`src/rtl/lfsr_stim_bank.sv`:
```
// lfsr_stim_bank: NUM_CH parallel Galois LFSR stimulus channels for random
// out-of-context wrappers, with FREE / HOLD / handshaked STEP modes.
// Optional MISR (macro STIM_BANK_MISR_EN) folds wide DUT outputs into one
// signature so their driving logic survives synthesis. With the macro
// undefined the signature is tied to zero and obs_in is ignored.

// One stimulus channel: a WIDTH-bit Galois LFSR with seed reload.
module lfsr_stim_ch #(
    parameter int               WIDTH = 32,
    parameter logic [WIDTH-1:0] POLY  = WIDTH'(32'h00400007),
    parameter logic [WIDTH-1:0] SEED  = WIDTH'(1)
) (
    input  logic             clk,
    input  logic             reset,
    input  logic             adv,
    input  logic             reseed,
    output logic [WIDTH-1:0] q
);

    // Galois step: shift left, fold the mask in when the msb falls out
    function automatic logic [WIDTH-1:0] lfsr_next(input logic [WIDTH-1:0] s);
        return s[WIDTH-1] ? ((s << 1) ^ POLY) : (s << 1);
    endfunction

    // Seed on reset or reseed (reseed wins over advance), else step on adv
    always_ff @(posedge clk or negedge reset) begin
        if (!reset)
            q <= SEED;
        else if (reseed)
            q <= SEED;
        else if (adv)
            q <= lfsr_next(q);
    end

endmodule

module lfsr_stim_bank #(
    parameter int               NUM_CH    = 4,
    parameter int               WIDTH     = 32,
    parameter logic [WIDTH-1:0] POLY      = WIDTH'(32'h00400007),
    parameter logic [63:0]      SEED_BASE = 64'd5,
    parameter logic [63:0]      SEED_STEP = 64'd2,
    parameter int               OBS_W     = 128,
    parameter int               MISR_W    = 32
) (
    input  logic                    clk,
    input  logic                    reset,
    input  logic                    enable,
    input  logic [1:0]              mode,
    input  logic                    reseed,
    input  logic                    step_req,
    output logic                    step_ack,
    output logic [NUM_CH*WIDTH-1:0] ch_data,
    output logic [15:0]             adv_cnt,
    input  logic [OBS_W-1:0]        obs_in,
    output logic [MISR_W-1:0]       signature
);

    localparam logic [1:0] M_FREE = 2'b00;
    localparam logic [1:0] M_STEP = 2'b10;

    typedef enum logic [1:0] {
        S_IDLE     = 2'b00,
        S_ACK      = 2'b01,
        S_WAIT_LOW = 2'b10
    } step_state_t;

    step_state_t                    state;
    logic [NUM_CH-1:0][WIDTH-1:0]   ch_q;
    logic                           run_free;
    logic                           run_step;
    logic                           advance;

    // Advances only originate from IDLE; ACK / WAIT_LOW block FREE stepping
    // so a handshake never overlaps a free-running burst.
    assign run_free = (state == S_IDLE) && enable && (mode == M_FREE);
    assign run_step = (state == S_IDLE) && enable && (mode == M_STEP) && step_req;
    // A coincident reseed suppresses the step, but the FSM still consumes it
    assign advance  = (run_free || run_step) && !reseed;

    // Per-channel LFSRs; seeds are fixed at elaboration, zero forced to one
    for (genvar i = 0; i < NUM_CH; i++) begin : g_ch
        localparam logic [63:0]      SEED_RAW = SEED_BASE + 64'(i) * SEED_STEP;
        localparam logic [WIDTH-1:0] SEED_TR  = WIDTH'(SEED_RAW);
        localparam logic [WIDTH-1:0] SEED_CH  = (SEED_TR == '0) ? WIDTH'(1) : SEED_TR;

        lfsr_stim_ch #(
            .WIDTH (WIDTH),
            .POLY  (POLY),
            .SEED  (SEED_CH)
        ) u_ch (
            .clk    (clk),
            .reset  (reset),
            .adv    (advance),
            .reseed (reseed),
            .q      (ch_q[i])
        );
    end

    assign ch_data = ch_q;

    // Advance counter: cleared by reseed, wraps naturally at 16 bits
    always_ff @(posedge clk or negedge reset) begin
        if (!reset)
            adv_cnt <= '0;
        else if (reseed)
            adv_cnt <= '0;
        else if (advance)
            adv_cnt <= adv_cnt + 16'd1;
    end

    // STEP handshake FSM with registered one-cycle acknowledge
    always_ff @(posedge clk or negedge reset) begin
        if (!reset) begin
            state    <= S_IDLE;
            step_ack <= 1'b0;
        end else begin
            step_ack <= 1'b0;
            case (state)
                S_IDLE: begin
                    if (run_step) begin
                        state    <= S_ACK;
                        step_ack <= 1'b1;
                    end
                end
                S_ACK: begin
                    state <= S_WAIT_LOW;
                end
                S_WAIT_LOW: begin
                    // Release on request drop, or when STEP mode is abandoned
                    if (!step_req || (mode != M_STEP))
                        state <= S_IDLE;
                end
                default: begin
                    state <= S_IDLE;
                end
            endcase
        end
    end

`ifdef STIM_BANK_MISR_EN
    localparam int                NUM_SLICE = OBS_W / MISR_W;
    localparam logic [MISR_W-1:0] MISR_POLY = MISR_W'(POLY);

    logic [MISR_W-1:0] obs_fold;

    // XOR all MISR_W-wide slices of the observed bus together
    always_comb begin
        obs_fold = '0;
        for (int k = 0; k < NUM_SLICE; k++)
            obs_fold = obs_fold ^ obs_in[k*MISR_W +: MISR_W];
    end

    // Signature register: Galois step on the low POLY bits, then fold in obs
    always_ff @(posedge clk or negedge reset) begin
        if (!reset)
            signature <= '0;
        else if (enable)
            signature <= (signature[MISR_W-1] ? ((signature << 1) ^ MISR_POLY)
                                              : (signature << 1)) ^ obs_fold;
    end
`else
    logic unused_obs;

    // No compression: observed bus is intentionally dropped
    assign unused_obs = ^obs_in;
    assign signature  = '0;
`endif

endmodule

```
`config.mk`:
```
export PLATFORM = sky130hd
export DESIGN_NAME = lfsr_stim_bank
export DESIGN_NICKNAME = d
export VERILOG_FILES = /design/src/rtl/lfsr_stim_bank.sv
export SDC_FILE = /design/constraint.sdc
export NUM_CORES = 1
export LEC_CHECK = 0
export ABC_CLOCK_PERIOD_IN_PS = 2000
export BUFFER_PORTS_ARGS = -buffer_cell sky130_fd_sc_hd__buf_2
export CORE_ASPECT_RATIO = 1.2
export CORE_MARGIN = 5
export CORE_UTILIZATION = 46
export DETAILED_ROUTE_END_ITERATION = 12
export PLACE_DENSITY_LB_ADDON = 0.3
export SLEW_MARGIN = 20
export SYNTH_ARGS = -nofsm -noshare
export SYNTH_HDL_FRONTEND = slang
export SYNTH_SLANG_ARGS = --single-unit
```
`constraint.sdc`:
```
create_clock -name clk -period 2 [get_ports clk]
set_clock_uncertainty 0.1 [all_clocks]
set_input_delay 0 -clock clk [delete_from_list [all_inputs] [get_ports clk]]
set_output_delay 0 -clock clk [all_outputs]
set_load 0.1 [all_outputs]
```
==> flow_metrics.py <==
metrics = {
    "synth": {
        "synth-seq-cells": 147,
        "ys.flop_type": "dfrtp_1",
        "synth_edf_count": 0,
        "netlist.area_leader.share_pct": 54.1,
        "async_flop_share_pct": 100,
        "synthCells": 685,
        "synth_top_cell_by_area": "dfrtp_1",
        "syn_area_um2": 6340,
        "yosysSeqAreaShare_pct": 58.2,
        "yosys_warnings": 0,
        "avgSynthCellArea_um2": 9.26,
        "yosys-top-cells-area": "dfrtp_1, nand2_1, a21oi_1",
        "yosys.cell_types.count": 32,
    },
    "cts": {
        "path_clk_slew_ps": 60,
        "h-tree-depth": 4,
        "clock_path_buffers": 2,
        "cts_tree": "built",
        "numCtsBuffers": 17,
        "clkSinkCount": 147,
        "clock-root-buffer": "clkbuf_16",
        "insertion_delay_ps": 410,
    },
    "outcome": {
        "outcome": "complete, no violations",
    },
    "place": {
        "port_buffers": 151,
        "dp_hpwl_um": 9980,
        "dp_slack_ps": 91.7,
        "post-place-cells": 969,
        "place_congestion": 0.764,
        "placed_cell_area_um2": 7200,
    },
    "worst_setup_path": {
        "r2r.worst_path.cells": 5,
        "crit_buf_inv": 1,
        "crit_path_end_kind": "flop",
        "crit_slowest_cell": "or4_1",
        "timing_worst_setup_path_type": "flop to flop",
        "max_stage_delay_ps": 460,
        "startpoint_type": "flop",
        "cp.required_ps": 2230,
        "reg2reg_slack_ps": 120,
        "arrival_ps": 2110,
        "crit_fanout": 9,
        "cp_cell_sequence": "nor4b_4 > buf_6 > nand4_4 > or4_1 > a21oi_1",
        "r2r-end": "adv_cnt[15]",
        "crit_family": "simple AND/OR/NAND/NOR gates",
        "r2r-start": "state[1]",
    },
    "cells_and_area": {
        "antennaDiodeCount": 0,
        "syn2layout_area_growth_pct": 23.2,
        "fill_cells": 1228,
        "nets": 959,
        "layout-drive-gt1-share_pct": 25.8,
        "fin_area_um2": 7810,
        "final_cells": 1007,
    },
    "pwr": {
        "combPwrFrac_pct": 12.9,
        "p_sw_w": 0.00193,
        "p_int_w": 0.00494,
        "ir_drop_v": 0.000582,
        "seqPwrFrac_pct": 44.4,
        "p_sw_share_pct": 28.1,
        "power_per_cell_area_nw_per_um2": 881,
        "p_leak_nw": 3.76,
        "clock_power_share_pct": 42.6,
    },
    "timing": {
        "worstMarginPinSlew_ps": 570,
        "slew_headroom_pct": 62.0,
        "min_period_over_period_pct": 94.2,
        "finalHoldViolations": 0,
        "timing.final.ws_setup_ps": 115,
        "fmax_mhz": 531,
        "period_needed_ps": 1880,
        "timing.final.max_slew_violations": 0,
        "setup_viol": 0,
    },
    "hold_path": {
        "hold_path.class": "input port to async pin",
    },
    "flow_run": {
        "drv_cap": 0,
    },
    "global_route": {
        "grt_use_met2_pct": 29.3,
        "grt_usage_pct": 18.4,
        "met3_usage_pct": 5.19,
        "met1_usage_pct": 23.3,
        "overflow": 0,
        "grt_max_degree": 80,
        "grt_pass1_vias": 4889,
        "antenna_found_initial": 0,
        "busiest_layer": "met2",
        "grt_pass1_wl_um": 24400,
    },
    "floorplan": {
        "start_util_pct": 46.5,
        "die-area_um2": 16200,
        "die_h_um": 139,
        "io_pins": 312,
        "die_w_um": 117,
        "core-area_um2": 13600,
        "fp-row-count": 47,
    },
    "detailed_routing": {
        "via_per_inst": 5.10,
        "route.vias.total": 5139,
        "wirelength_um": 14800,
        "first_pass_iters": 4,
        "drt_iter0_markers": 492,
        "wl_per_cell_um": 14.7,
        "route.detailed.drc": 0,
        "final_antenna_net_count": 0,
    },
}
-- final cells by class --
cell class                      instances  area, um^2  share of cell area (%)
Tap cell                              171         214                    2.74
Clock inverter                          6        55.1                   0.705
Inverter                                2        7.51                  0.0961
Timing Repair Buffer                  170        1040                    13.3
Clock buffer                           26         489                    6.27
Multi-Input combinational cell        485        2300                    29.5
Sequential cell                       147        3700                    47.4
-- how the worst max path moves through the flow --
stage,start,to,slack [ps],cells past startpoint
after floorplan,adv_cnt[11],adv_cnt[15],-20,3
after detailed placement,state[0],adv_cnt[15],90,5
final,state[1],adv_cnt[15],120,5
after global placement,state[0],adv_cnt[15],150,5
after global routing,state[1],adv_cnt[15],-10,5
after CTS,state[0],adv_cnt[15],90,5
-- cells by family after synthesis --
group | synth area share [%]
AND/OR/NAND/NOR | 19.7
buffers and inverters | 7.50
other | 0.0591
multiplexers | 0.158
flip-flops | 58.2
AO/OA/AOI/OAI | 11.6
XOR/XNOR | 2.62
adder cells (fa/ha/maj) | 0.197
-- metrics by stage --
step | total power [W] | setup TNS, ps | hold slack, ps | util (%)
after global routing | 0.00713 | -13.4 | 72.4 | 57.2
after global placement | 0.00398 | 0 | -81.4 | 52.8
after detailed placement | 0.00399 | 0 | -78.4 | 52.8
after floorplan | 0.00386 | -19.6 | -396 | -
after CTS | 0.00695 | 0 | 47.8 | 57.2
final | 0.00688 | 0 | 32.1 | 57.2
-- sequential cells by signal, summed over array words and instances (netlist names) --
name	cells
state	2
g_ch.u_ch.q	128
step_ack	1
adv_cnt	16
-- placed cells by master (no fill, tap or decap), drive strengths merged --
master       Yosys  final
nand3            4      4
mux2i            1      1
nand2          237    237
dfstp           10     10
or3              7      7
o31ai            1      1
xor2             5      5
conb             1     32
bufinv           0      1
a211oi           8      8
dlygate4sd3      0      6
dfrtp          137    137
inv              2      2
nand4b           1      1
a21oi          119    119
xnor2           14     14
and3             3      3
a211o            4      4
clkinv           0      5
nor4b            1      1
nand3b           6      6
nor2            19     19
nand2b           1      1
nand4            7      7
o21ai            7      7
clkbuf          27     26
buf             55    164
or4              1      1
and4             4      4
ha               1      1
and2             2      2
-- worst reg2reg max path, stage by stage (launching register included) --
cell     delay [ps]
dfrtp_1         420
nor4b_4         350
buf_6           180
nand4_4         130
or4_1           460
a21oi_1         170
-- per-layer routing --
layer,part of all wire [%],routed length (um)
met5,0,0
met4,2.7,395
met3,7.4,1090
met2,50,7310
met1,40,5960
-- power groups by stage --
stage | clock network, W | logic (W) | registers [W]
global placement | 0 | 0.000877 | 0.00310
global route | 0.00313 | 0.000941 | 0.00306
CTS | 0.00300 | 0.000896 | 0.00306
finish | 0.00293 | 0.000890 | 0.00306
floorplan | 0 | 0.000494 | 0.00336
detailed placement | 0 | 0.000887 | 0.00311
-- cells in the mapped netlist (all sizes together), types with 2 or more instances --
cell and number:
a211o 4, a211oi 8, a21oi 119, and2 2, and3 3, and4 4, buf 55, clkbuf 27
dfrtp 137, dfstp 10, inv 2, nand2 237, nand3 4, nand3b 6, nand4 7, nor2 19
o21ai 7, or3 7, xnor2 14, xor2 5
-- timing repair --
| item | CTS | global route |
|---|---|---|
| hold buffers | 6 | 0 |
| buffers inserted | 0 | 0 |
| hold endpoints to repair | 171 | 0 |
| gates resized for setup | 0 | 1 |
| setup endpoints to repair | 0 | 1 |
(Power assumes the default switching activity.)
